===== src/rtl/pe_packet_tx.sv =====
// pe_packet_tx: clocked sender for the 35-bit 4-phase bundled-data link into
// the router's PE_in port. Packets from the PE are stamped with SRC_ID, queued
// in a small FIFO and sent one at a time with a return-to-zero handshake.
//
// state      | meaning
// -----------+------------------------------------------------------------
// S_IDLE     | link quiet; pops the FIFO head into net_data when one is queued
// S_SETUP    | net_data settling one cycle (or more, if ack_s is still high)
// S_WAIT_ACK | net_req=1, waiting for the synchronised ack to rise
// S_WAIT_RTZ | net_req=0, waiting for the synchronised ack to fall
module pe_packet_tx #(
  parameter logic [3:0] SRC_ID  = 4'd0,
  parameter int         DEPTH   = 4,
  parameter int         TIMEOUT = 1024
) (
  input  logic                   clk,
  input  logic                   rst_n,
  input  logic                   in_valid,
  output logic                   in_ready,
  input  logic [2:0]             in_type,
  input  logic [3:0]             in_dest,
  input  logic [23:0]            in_payload,
  output logic                   net_req,
  output logic [34:0]            net_data,
  input  logic                   net_ack,
  output logic [$clog2(DEPTH):0] fifo_count,
  output logic                   busy,
  output logic                   timeout_err,
  input  logic                   err_clr
);

  localparam int AW = $clog2(DEPTH);
  localparam int CW = AW + 1;
  localparam int TW = $clog2(TIMEOUT);
  localparam logic [TW-1:0] TMR_LOAD = TW'(TIMEOUT - 1);

  typedef enum logic [1:0] {
    S_IDLE     = 2'd0,
    S_SETUP    = 2'd1,
    S_WAIT_ACK = 2'd2,
    S_WAIT_RTZ = 2'd3
  } state_t;

  state_t          state;
  logic [34:0]     mem [DEPTH];
  logic [AW-1:0]   wr_ptr;
  logic [AW-1:0]   rd_ptr;
  logic [CW-1:0]   count_nxt;
  logic            ack_m;
  logic            ack_s;
  logic [TW-1:0]   tmr;
  logic            push;
  logic            pop;
  logic            tmr_hit;

  // in_ready is registered, so it already reflects the current occupancy
  assign push = in_valid && in_ready;
  assign pop  = (state == S_IDLE) && (fifo_count != '0);

  // Timer reaches its terminal count only while genuinely stuck in a wait state
  assign tmr_hit = (tmr == TW'(1)) &&
                   (((state == S_WAIT_ACK) && !ack_s) ||
                    ((state == S_WAIT_RTZ) &&  ack_s));

  assign busy = (state != S_IDLE) || (fifo_count != '0);

  // Occupancy after this cycle's push/pop; simultaneous push and pop cancel
  always_comb begin
    count_nxt = fifo_count;
    if (push && !pop) begin
      count_nxt = fifo_count + CW'(1);
    end else if (!push && pop) begin
      count_nxt = fifo_count - CW'(1);
    end
  end

  // Packet storage, stamped with the local node ID on the way in
  always_ff @(posedge clk) begin
    if (push) begin
      mem[wr_ptr] <= {in_type, in_dest, SRC_ID, in_payload};
    end
  end

  // FIFO pointers, occupancy and the registered not-full flag
  always_ff @(posedge clk or negedge rst_n) begin
    if (!rst_n) begin
      wr_ptr     <= '0;
      rd_ptr     <= '0;
      fifo_count <= '0;
      in_ready   <= 1'b0;
    end else begin
      if (push) begin
        wr_ptr <= wr_ptr + AW'(1);
      end
      if (pop) begin
        rd_ptr <= rd_ptr + AW'(1);
      end
      fifo_count <= count_nxt;
      in_ready   <= (count_nxt != CW'(DEPTH));
    end
  end

  // Two-flop synchroniser for the asynchronous router ack
  always_ff @(posedge clk or negedge rst_n) begin
    if (!rst_n) begin
      ack_m <= 1'b0;
      ack_s <= 1'b0;
    end else begin
      ack_m <= net_ack;
      ack_s <= ack_m;
    end
  end

  // Handshake FSM with wait timer and sticky timeout flag (set beats clear)
  always_ff @(posedge clk or negedge rst_n) begin
    if (!rst_n) begin
      state       <= S_IDLE;
      net_req     <= 1'b0;
      net_data    <= '0;
      tmr         <= TMR_LOAD;
      timeout_err <= 1'b0;
    end else begin
      if (tmr_hit) begin
        timeout_err <= 1'b1;
      end else if (err_clr) begin
        timeout_err <= 1'b0;
      end
      case (state)
        S_IDLE: begin
          if (pop) begin
            net_data <= mem[rd_ptr];
            state    <= S_SETUP;
            tmr      <= TMR_LOAD;
          end
        end
        S_SETUP: begin
          if (!ack_s) begin
            net_req <= 1'b1;
            state   <= S_WAIT_ACK;
            tmr     <= TMR_LOAD;
          end
        end
        S_WAIT_ACK: begin
          if (ack_s) begin
            net_req <= 1'b0;
            state   <= S_WAIT_RTZ;
            tmr     <= TMR_LOAD;
          end else if (tmr != '0) begin
            tmr <= tmr - TW'(1);
          end
        end
        S_WAIT_RTZ: begin
          if (!ack_s) begin
            state <= S_IDLE;
            tmr   <= TMR_LOAD;
          end else if (tmr != '0) begin
            tmr <= tmr - TW'(1);
          end
        end
        default: begin
          state   <= S_IDLE;
          net_req <= 1'b0;
        end
      endcase
    end
  end

endmodule


===== config.mk =====
export PLATFORM = sky130hd
export DESIGN_NAME = pe_packet_tx
export DESIGN_NICKNAME = d
export VERILOG_FILES = /design/src/rtl/pe_packet_tx.sv
export SDC_FILE = /design/constraint.sdc
export NUM_CORES = 1
export LEC_CHECK = 0
export ABC_AREA = 1
export BUFFER_PORTS_ARGS = -buffer_cell sky130_fd_sc_hd__buf_4
export CAP_MARGIN = 40
export CORE_MARGIN = 3
export CORE_UTILIZATION = 40
export CTS_BUF_LIST = sky130_fd_sc_hd__clkbuf_16
export DETAILED_ROUTE_END_ITERATION = 8
export GPL_ROUTABILITY_DRIVEN = 1
export REMOVE_ABC_BUFFERS = 1
export SETUP_SLACK_MARGIN = 0.5
export SYNTH_ARGS = -nofsm -noshare
export SYNTH_HDL_FRONTEND = slang
export SYNTH_SLANG_ARGS = --single-unit

===== constraint.sdc =====
create_clock -name clk -period 4.1 [get_ports clk]
set_input_delay 0.41 -clock clk [delete_from_list [all_inputs] [get_ports clk]]
set_output_delay 0.41 -clock clk [all_outputs]
set_load 0.02 [all_outputs]

; After elaboration in Yosys (flattened, before gate mapping)
; Memory sizes are Yosys's and may differ from the RTL's. A register that Yosys moved wholly into a read port is not among the register bits.
; Index checks and enable logic that the tools add are counted.
[op_classes]
n_eq_ne = 9
add_sub_neg = 5
mux = 20
n_reduce_logical = 23
[op_table]
columns = cell, count
row1 = $mux W10, 5
row2 = $pmux W10 S4, 1
row3 = $eq A10 B1 Y1 const B, 1
row4 = $reduce_bool A10 Y1, 1
row5 = $sub A10 B1 Y10 const B, 1
row6 = $mux W2, 4
row7 = $ne A2 B2 Y1 const B, 4
row8 = $pmux W2 S4, 1
row9 = $logic_and A1 B1 Y1, 7
row10 = $mux W1, 6
row11 = $mux W3, 2
row12 = $reduce_bool A2 Y1, 3
row13 = $add A2 B1 Y2 const B, 2
row14 = $eq A2 B2 Y1 const B, 2
row15 = $logic_not A1 Y1, 4
row16 = $reduce_and A2 Y1, 2
row17 = $reduce_and A4 Y1, 1
row18 = $add A3 B1 Y3 const B, 1
row19 = $ne A3 B3 Y1 const B, 1
row20 = $reduce_and A3 Y1, 1
row21 = $reduce_bool A3 Y1, 1
row22 = $sub A3 B1 Y3 const B, 1
row23 = $eq A2 B1 Y1 const B, 1
row24 = $logic_not A2 Y1, 1
row25 = other kinds (2), 3
[totals]
ram_bits = 124
reg_bits = 59
mem_count = 1
inputBits = 36
[memory_table]
columns = memory, words, word_bits, read_ports, rd_ports_with_merged_regs, write_ports, line_no
row1 = mem, 4, 31, 1, 1, 1, 45  ; logic [34:0] mem [DEPTH];

; Logic depth before layout (Yosys ltp)
; Gate-level depths: netlist (run 1).
[logic_depth]
word_depth = 6
ltp_mapped = 10

; Worst setup path after synthesis (run 1)
; No wires, ideal clock.
[synth_path]
path_type = flip-flop to flip-flop
startpoint = register wr_ptr[0]
endpoint = memory mem[2][0] in the netlist's numbering, enable pin
setup_slack_ns = 1.703
path_stages_with_launch = 5
setup_time_ns = 0.419
arrival_time_ns = 1.978
required_ns = 3.681
path_cell_list = dfrtp_1 -> inv_1 -> ha_1 -> inv_1 -> nor2_1
[synth_rtl]
columns = item, line_no
row1 = from (decl), 46  ; logic [AW-1:0] wr_ptr;
row2 = from (signal assigned), 93  ; wr_ptr <= wr_ptr + AW'(1);
row3 = to (decl), 45
; Straight into the memory's write port.

; Worst setup path after layout (run 1)
[layout_path]
startpoint = register state[1]
endpoint = output port busy
[layout_via]
elab_chain_cells = 2
[layout_rtl]
columns = item, line_no
row1 = from (decl), 44  ; state_t state;
row2 = from (signal assigned), 117  ; state <= S_IDLE;
row3 = from (signal assigned), 132  ; state <= S_SETUP;
row4 = from (signal assigned), 139  ; state <= S_WAIT_ACK;
row5 = $reduce_bool A2 Y1, 65  ; assign busy = (state != S_IDLE) || (fifo_count != '0);
row6 = $logic_or A1 B1 Y1, 65
row7 = to (decl), 27  ; output logic busy,
; No other way between the ends.

==> flow_summary_export.csv, run 1 <==
group,metric,value,unit
route,dr.pass1.iters,7,
sta,rsz0062_at_grt,"no",
sta,maxSlewViolCount,0,
placed_design,dpl_cell_area,0.008097,mm^2
yosys,yosysUniqueCellTypes,30,
floorplan,dieArea,0.01981,mm^2
setup_path,cp_max_fo,5,
run,max-cap-violations,0,
yosys,synth-seq-cells,179,
yosys,netlist_instances,626,
power_and_ir_drop,p_leak,3.419,nW
clock_network,cts_made_buffers,17,
clock_network,cts_setup_buffers,0,
sta,timing.final.hold_violations,0,
yosys,synth-adder-area-share,0.02412,
placed_design,portBuffers,73,
yosys,synth-compound-area-share,0.07597,
finish,finalNetCount,747,
yosys,synth_top_family_by_area,"simple AND/OR/NAND/NOR gates",
setup_path,start_kind,"register",
placed_design,hpwl,9486,um
worst_hold_path,hold_path_class,"in2async",
setup_path,worstPathArrival,1.58,ns
sta,finalSetupTns,0,ns
yosys,synth.area.mux_share,0,
setup_path,cpLargestDelayFamily,"flip-flops",
setup_path,cpPeakStageDelay,0.40,ns
clock_network,cts.reportedPaths.clkPinSlew,0.07,ns
route,drt_iter0_markers,305,
setup_path,endpoint_kind,"output pin",
sta,max_slew_margin,0.4491,
route,ant_nets,0,
clock_network,clk_latency,0.43,ns
yosys,avgSynthCellArea,11.60,um^2
floorplan,io_pins,78,
yosys,yosysSeqAreaShare,0.7039,
clock_network,root_buffer,"clkbuf_16",
finish,layout_commonest_cell,"nor2_1",
sta,max_freq,501.5,MHz
yosys,synth_simple_gate_area_frac,0.1457,
grt,grt_max_degree,64,
grt,grt.overflow.total,0,
setup_path,r2r-start,"rd_ptr[1]$_DFFE_PN0N_",
clock_network,cts_tree,"built",
floorplan,die_height,140.8,um
yosys,synthesis.area,0.007263,mm^2
floorplan,die_x,140.8,um
grt,top_usage_layer,"met2",
finish,area_growth,20.17,%
floorplan,core,0.01754,mm^2
setup_path,r2r_slack,2.23,ns
sta,setup_viol,0,
run_status,status,"finished clean",
finish,fill_cells,1533,
clock_network,post_cts_resize_count,0,
yosys,yosys_warnings,0,
setup_path,critPathBufInv,2,
power_and_ir_drop,pwr_density_cell,763.8,mW/mm^2
clock_network,cts_max_level,4,
sta,fin_crit,1.994,ns
grt,grt_pass1_wl,24080,um
clock_network,cts_hold_buf,0,
finish,fin_area,0.008728,mm^2
power_and_ir_drop,ir_drop,520.3,uV
power_and_ir_drop,power,6.667,mW
grt,first_global_vias,4707,
sta,post-route-period-util,0.4864,
grt,antenna_found_initial,0,
route,drt-wirelength-per-cell,16.14,um
placed_design,gp_congestion,0.8105,
route,wl,15090,um
setup_path,slowest_stage,"dfrtp_1",
setup_path,critPathKind,"reg2out",
yosys,post_synth_xor_area_fraction,0.003618,
sta,worst_pin_slew,0.8263,ns
grt,use_met2,0.2747,
sta,fin_skew,0.009225,ns
floorplan,start_util,0.4142,
clock_network,clock-sinks,179,
route,viasPerCell,5.060,
setup_path,path_cells,"inv_1, ha_1, nand3_2, buf_4",
setup_path,cp_data_required_time,3.69,ns
sta,finalHoldWorstSlack,0.03635,ns
finish,drive_above_1_share,0.2028,
route,drc,0,
grt,track_usage,0.1573,
finish,diodes,0,
finish,layout_common_cells,"nor2_1, edfxtp_1, buf_4",
grt,grtUsageMet3,0.03697,
setup_path,startpoint,"state[1]$_DFFE_PN0P_",
route,via_count,4731,
clock_network,cts_max_path_buffers,2,
grt,use_met1,0.1934,
floorplan,rows,48,
synthesized netlist by cell type:
library cell / count / area (um^2)
nor2_1: 173 / 649.4
nor2_2: 2 / 12.51
a21oi_1: 2 / 10.01
clkbuf_1: 2 / 7.510
o22ai_1: 1 / 6.260
clkbuf_2: 6 / 30.03
a31oi_1: 32 / 200.2
nand3_1: 20 / 100.1
inv_4: 1 / 6.260
nand2_2: 5 / 31.28
dfrtp_1: 45 / 1126
o21ai_1: 9 / 45.04
clkinv_1: 1 / 3.750
buf_2: 14 / 70.07
nand4_1: 8 / 50.05
edfxtp_1: 124 / 3724
conb_1: 1 / 3.750
nand2_4: 2 / 22.52
o21ai_0: 58 / 290.3
nor2_4: 1 / 11.26
buf_6: 2 / 22.52
buf_4: 8 / 60.06
nor3_1: 2 / 10.01
dfstp_2: 10 / 262.8
nand3_2: 1 / 10.01
xor2_1: 3 / 26.28
ha_1: 14 / 175.2
inv_1: 33 / 123.9
nand2_1: 43 / 161.4
inv_2: 3 / 11.26
power by group:
part           total [mW]  internal (mW)  switching (mW)
registers            2.72           2.43           0.285
clock network        1.67          0.888           0.777
logic                2.29          0.834            1.45
total                6.67           4.15            2.51
state kept, by name (all words and copies together) (netlist names):
name / count
net_data: 31
ack_m: 1
tmr: 10
ack_s: 1
state: 2
net_req: 1
fifo_count: 3
timeout_err: 1
rd_ptr: 2
in_ready: 1
wr_ptr: 2
mem: 124
per-layer routing:
layer | vias to the layer above | routed length [um]
met2 | 96 | 7695
met1 | 2341 | 6605
met3 | 16 | 627
met5 | - | 0
met4 | 0 | 162
li1 | 2278 | -
area by class of cell:
type	instances	area [um^2]	area share
tap	225	281.5	0.03225
inverter	38	145.1	0.01663
clock buffer	17	425.4	0.04874
clock inverter	15	206.4	0.02365
multi-input combinational	380	1857	0.2127
timing repair buffer	81	698.2	0.07999
sequential	179	5115	0.5860
kinds of logic after synthesis:
family / Yosys count
AOI/OAI and AO/OA: 102
and+or+nand+nor: 257
DFF: 179
other: 1
buffers and inverters: 70
xor gates and xnor gates: 3
adders and majority gates: 14
final timing paths:
| check | cells after the start | end |
|---|---|---|
| min | 1 | fifo_count[0]$_DFF_PN0_ |
| min reg2reg | 0 | ack_s$_DFF_PN0_ |
| max | 4 | busy |
| max in group asynchronous | 1 | rd_ptr[1]$_DFFE_PN0N_ |
| max reg2reg | 5 | net_data[34]$_DFFE_PN0P_ |
| min in group clk | 1 | ack_m$_DFF_PN0_ |
per-stage QoR:
stage,util,worst slack [ns],instances
finish,0.4977,2.106,935
global route,0.4977,2.023,935
CTS,0.4977,2.077,935
detailed placement,0.4617,2.250,903
global placement,0.4540,2.055,897
floorplan,-,1.703,597
Power figures use the tool's default switching activity.
==> inputs of run 2 (changes only) <==
- clock period: 4.1 -> 1.9 ns (I/O delays scaled with it)
==> flow_summary_export.csv, run 2 (synthesis results as in run 1) <==
group,metric,value,unit
grt,grt_max_degree,56,
sta,timing.final.hold_violations,0,
sta,finalSetupTns,0,ns
floorplan,die_x,140.8,um
floorplan,die_height,140.8,um
clock_network,cts_max_level,4,
grt,grt_pass1_wl,26840,um
route,viasPerCell,5.097,
run,max-cap-violations,0,
grt,track_usage,0.1749,
floorplan,io_pins,78,
setup_path,cpPeakStageDelay,0.40,ns
sta,worst_pin_slew,0.7749,ns
finish,layout_common_cells,"nor2_1, edfxtp_1, buf_4",
power_and_ir_drop,power,16.96,mW
finish,diodes,0,
run_status,status,"finished clean",
clock_network,clock-sinks,179,
route,dr.pass1.iters,5,
power_and_ir_drop,p_leak,3.987,nW
grt,first_global_vias,5321,
sta,fin_crit,1.520,ns
finish,finalNetCount,842,
clock_network,cts_tree,"built",
floorplan,core,0.01754,mm^2
setup_path,critPathBufInv,4,
setup_path,path_cells,"inv_2, ha_4, nand2_2, nand2_8, clkinv_8, buf_4, buf_6, a31oi_1",
route,via_count,5250,
setup_path,worstPathArrival,1.88,ns
clock_network,clk_latency,0.44,ns
floorplan,dieArea,0.01981,mm^2
setup_path,cp_data_required_time,2.26,ns
sta,fin_skew,0.01254,ns
sta,rsz0062_at_grt,"yes",
clock_network,cts.reportedPaths.clkPinSlew,0.07,ns
setup_path,cp_max_fo,8,
sta,max_slew_margin,0.4834,
route,ant_nets,0,
power_and_ir_drop,ir_drop,824.5,uV
setup_path,endpoint_kind,"register",
route,drt_iter0_markers,398,
sta,setup_viol,0,
route,drc,0,
clock_network,cts_max_path_buffers,2,
route,wl,18380,um
placed_design,dpl_cell_area,0.008107,mm^2
setup_path,critPathKind,"reg2reg",
power_and_ir_drop,pwr_density_cell,1670,mW/mm^2
placed_design,portBuffers,73,
setup_path,slowest_stage,"dfrtp_1",
clock_network,cts_made_buffers,17,
grt,grt.overflow.total,0,
sta,maxSlewViolCount,0,
finish,max_flop_register,"mem",
floorplan,start_util,0.4142,
route,drt-wirelength-per-cell,17.84,um
finish,drive_above_1_share,0.3106,
placed_design,hpwl,9783,um
clock_network,root_buffer,"clkbuf_16",
finish,layout_commonest_cell,"nor2_1",
sta,max_freq,658.0,MHz
finish,reg_top3,"mem x124, net_data x31, tmr x10",
finish,largest_reg_flops,124,
setup_path,cpLargestDelayFamily,"buffers and inverters",
setup_path,start_kind,"register",
placed_design,gp_congestion,0.7502,
floorplan,rows,48,
finish,area_growth,39.83,%
worst_hold_path,hold_path_class,"in2reg",
sta,post-route-period-util,0.7999,
finish,fin_area,0.01016,mm^2
grt,antenna_found_initial,0,
-- run 2: metrics by stage --
stage / utilization / instances / worst slack (ns) / hold slack (ns)
after CTS: 0.5337 / 995 / 0.3958 / 0.1598
after floorplan: - / 597 / -0.4967 / -0.1056
after global placement: 0.4623 / 913 / 0.2833 / 0.3018
after global routing: 0.5791 / 1030 / 0.3462 / 0.1778
after detailed placement: 0.4623 / 913 / 0.1619 / 0.3068
final: 0.5791 / 1030 / 0.3801 / 0.1734
-- run 2: worst min-delay path: stages --
cell and delay (ns):
buf_4 0.09, nand2_4 0.12, xor2_1 0.15
-- run 2: timing repair --
item	CTS	global route
gates resized for setup	34	81
setup endpoints to repair	131	160
setup buffers	12	22
cloned	4	13
endpoints found under the hold margin	171	0
pin swaps	2	13
hold buffers	34	0
-- run 2: per-layer routing --
layer | global-route usage | up-vias | wire [um]
li1 | - | 2474 | -
met1 | 0.2112 | 2573 | 7501
met2 | 0.3022 | 181 | 9451
met3 | 0.05020 | 22 | 1226
met4 | 0.05762 | 0 | 196
met5 | 0 | - | 0
-- run 2: layout make-up --
| class | instances | area [um^2] |
|---|---|---|
| Fill cell | 1373 | 7381 |
| Tap cell | 225 | 281.5 |
| Sequential cell | 179 | 5116 |
| Clock inverter | 15 | 191.4 |
| Timing Repair inverter | 2 | 15.01 |
| Clock buffer | 17 | 425.4 |
| Inverter | 38 | 172.7 |
| Multi-Input combinational cell | 381 | 2148 |
| Timing Repair Buffer | 173 | 1805 |
-- run 2: path summary, 6_finish.rpt --
path / startpoint / end / slack, ns / depth (start not counted)
max: fifo_count[0]$_DFF_PN0_ / net_data[4]$_DFFE_PN0P_ / 0.38 / 8
min: in_valid / wr_ptr[0]$_DFFE_PN0P_ / 0.17 / 3
max reg2reg: fifo_count[0]$_DFF_PN0_ / net_data[4]$_DFFE_PN0P_ / 0.38 / 8
min reg2reg: ack_m$_DFF_PN0_ / ack_s$_DFF_PN0_ / 0.35 / 0
max in group asynchronous: rst_n / wr_ptr[0]$_DFFE_PN0P_ / 0.97 / 2
min in group asynchronous: rst_n / ack_m$_DFF_PN0_ / 0.38 / 2
-- run 2: report_power, final --
part / total, mW / internal (mW) / switching [mW]
Clock: 3.63 / 2.01 / 1.62
Combinational: 7.57 / 3.31 / 4.26
Sequential: 5.76 / 5.25 / 0.513
Total: 17.0 / 10.6 / 6.39
==> inputs of run 3 (changes only) <==
- ABC_AREA: 1 -> 0
- clock period: 1.9 -> 1.5 ns (I/O delays scaled with it)
==> flow_summary_export.csv, run 3 <==
group,metric,value,unit
route,drt-wirelength-per-cell,20.56,um
setup_path,slowest_stage,"or4_4",
yosys,yosysSeqAreaShare,0.7348,
sta,maxSlewViolCount,0,
power_and_ir_drop,p_leak,4.198,nW
grt,grt_pass1_wl,25730,um
setup_path,start_kind,"register",
floorplan,rows,47,
sta,post-route-period-util,1.188,
setup_path,r2r_slack,-0.28,ns
run,max-cap-violations,0,
power_and_ir_drop,ir_drop,1293,uV
route,ant_nets,0,
floorplan,io_pins,78,
yosys,synth_ff_type,"edfxtp_1",
worst_hold_path,hold_path_class,"in2async",
finish,post-route-util,0.6495,
sta,timing.final.hold_violations,0,
yosys,synth_top_area_cell,"edfxtp_1",
floorplan,die_height,137.9,um
finish,reg_top3,"mem x124, net_data x31, tmr x10",
grt,grt.overflow.total,0,
floorplan,start_util,0.4137,
setup_path,cpPeakStageDelay,0.56,ns
placed_design,portBuffers,73,
setup_path,cp_max_fo,3,
route,viasPerCell,5.006,
yosys,synth-edff-count,124,
route,via_count,4160,
floorplan,dieArea,0.01901,mm^2
setup_path,worstPathArrival,2.15,ns
placed_design,hpwl,8818,um
grt,antenna_found_initial,0,
run_status,violations,"setup timing",
sta,setup_viol,98,
sta,rsz0062_at_grt,"yes",
grt,track_usage,0.1877,
setup_path,ff2ff_path_depth,5,
route,wl,17090,um
yosys,netlist_instances,360,
setup_path,endpoint_kind,"register",
yosys,avgSynthCellArea,19.33,um^2
placed_design,pre_cts_slack,-0.3919,ns
power_and_ir_drop,pwr_density_cell,2035,mW/mm^2
yosys,synth-seq-cells,179,
setup_path,critPathBufInv,0,
route,drc,0,
clock_network,clock-sinks,179,
route,dr.pass1.iters,5,
yosys,synthesis.area,0.006958,mm^2
clock_network,cts_made_buffers,17,
route,drt_iter0_markers,256,
placed_design,gp_congestion,0.8100,
finish,final_cells,831,
finish,area_growth,56.99,%
yosys,yosysMostFrequentCell,"edfxtp_1",
sta,fin_crit,1.783,ns
yosys,async_flop_share,0.3073,
finish,layout_commonest_cell,"edfxtp_1",
yosys,yosys_warnings,0,
finish,fill_cells,1171,
floorplan,die_x,137.9,um
floorplan,core,0.01682,mm^2
yosys,synth_top_area_frac,0.5352,
clock_network,root_buffer,"clkbuf_16",
sta,fin_skew,0.01441,ns
setup_path,r2r-start,"tmr[5]$_DFFE_PN1P_",
clock_network,cts_max_level,4,
setup_path,cpLargestDelayFamily,"simple AND/OR/NAND/NOR gates",
grt,first_global_vias,4399,
finish,drive_above_1_share,0.5827,
finish,layout_common_cells,"edfxtp_1, buf_4, buf_6",
placed_design,dp.cells,690,
setup_path,rr_endpoint,"tmr[9]$_DFFE_PN1P_",
finish,largest_reg_flops,124,
yosys,yosysUniqueCellTypes,41,
power_and_ir_drop,power,22.23,mW
yosys,synth_common_cells,"edfxtp_1, dfrtp_1, mux2_2",
clock_network,cts_max_path_buffers,2,
finish,diodes,0,
finish,max_flop_register,"mem",
run_status,status,"finished, violations left",
finish,finalNetCount,648,
clock_network,cts.reportedPaths.clkPinSlew,0.07,ns
setup_path,critPathKind,"reg2reg",
setup_path,cp_data_required_time,1.87,ns
clock_network,cts_tree,"built",
sta,max_freq,561.0,MHz
yosys,synth_area_leaders,"edfxtp_1, dfrtp_1, mux4_2",
grt,grt_max_degree,33,
setup_path,path_cells,"or4_4, nor2_4, nand2_2, or4_1, nand3_1",
sta,finalWorstSetupSlack,-0.2826,ns
clock_network,clk_latency,0.43,ns
run 3: changes by cell type after synthesis, sizes merged, moves of 10 or more:
cell,change
nor2,-173
o21ai,-57
mux4,+31
buf,-13
mux2,+33
nand3,-14
xnor2,+10
nand2,-38
a31oi,-31
inv,-27
run 3: cell type report:
| cell class | count | area (um^2) | share of cell area |
|---|---|---|---|
| sequential | 179 | 5115 | 0.4683 |
| multi-input combinational | 159 | 2096 | 0.1919 |
| clock buffer | 17 | 425.4 | 0.03895 |
| timing repair buffer | 231 | 2841 | 0.2601 |
| tap | 220 | 275.3 | 0.02520 |
| clock inverter | 15 | 127.6 | 0.01168 |
| inverter | 10 | 42.54 | 0.003895 |
run 3: how the worst max path moves through the flow:
stage	start	endpoint	cells after the start
2_1_floorplan	fifo_count[0]$_DFF_PN0_	in_ready$_DFF_PN0_	7
4_1_cts	tmr[5]$_DFFE_PN1P_	timeout_err$_DFFE_PN0P_	5
3_3_place_gp	tmr[0]$_DFFE_PN1P_	tmr[6]$_DFFE_PN1P_	7
5_1_grt	fifo_count[1]$_DFF_PN0_	in_ready$_DFF_PN0_	7
3_5_place_dp	tmr[0]$_DFFE_PN1P_	tmr[6]$_DFFE_PN1P_	7
6_report	tmr[5]$_DFFE_PN1P_	tmr[9]$_DFFE_PN1P_	5
run 3: kinds of logic after synthesis:
family,count (synthesis),synth area share
flops,179,0.7348
mux,64,0.1537
simple gates,46,0.03884
buf+inv,25,0.01636
compound gates,21,0.01798
fa+ha+maj,14,0.02518
xor+xnor,10,0.01259
other cells,1,0.0005390
run 3: metrics by stage:
stage / setup TNS [ns] / cell area, um^2 / hold WS (ns)
3_3_place_gp: -4.357 / 8257 / 0.1399
4_1_cts: -5.958 / 10500 / 0.2048
3_5_place_dp: -8.162 / 8257 / 0.1438
5_1_grt: -13.65 / 10920 / 0.2503
6_report: -7.656 / 10920 / 0.2194
2_1_floorplan: -70.81 / 6893 / -0.1456
run 3: what timing repair did:
item | in CTS | in global routing
setup endpoints to repair | 214 | 215
cloned | 18 | 4
resized for setup | 126 | 37
endpoints found under the hold margin | 145 | 0
pin swaps | 24 | 19
hold buffers | 34 | 0
buffers inserted | 39 | 14
run 3: power breakdown:
group / internal [mW] / leakage [nW] / total (mW) / switching [mW]
logic: 6.47 / 2.17 / 10.8 / 4.32
registers: 6.65 / 1.76 / 7.28 / 0.636
clock network: 2.17 / 0.268 / 4.15 / 1.99
total: 15.3 / 4.20 / 22.2 / 6.94
run 3: layer usage:
metal	vias up	wire length, um	track usage
met5	-	0	0
li1	1896	-	-
met2	71	8911	0.3134
met4	0	143	0.05104
met1	2183	7483	0.2515
met3	10	549	0.04028
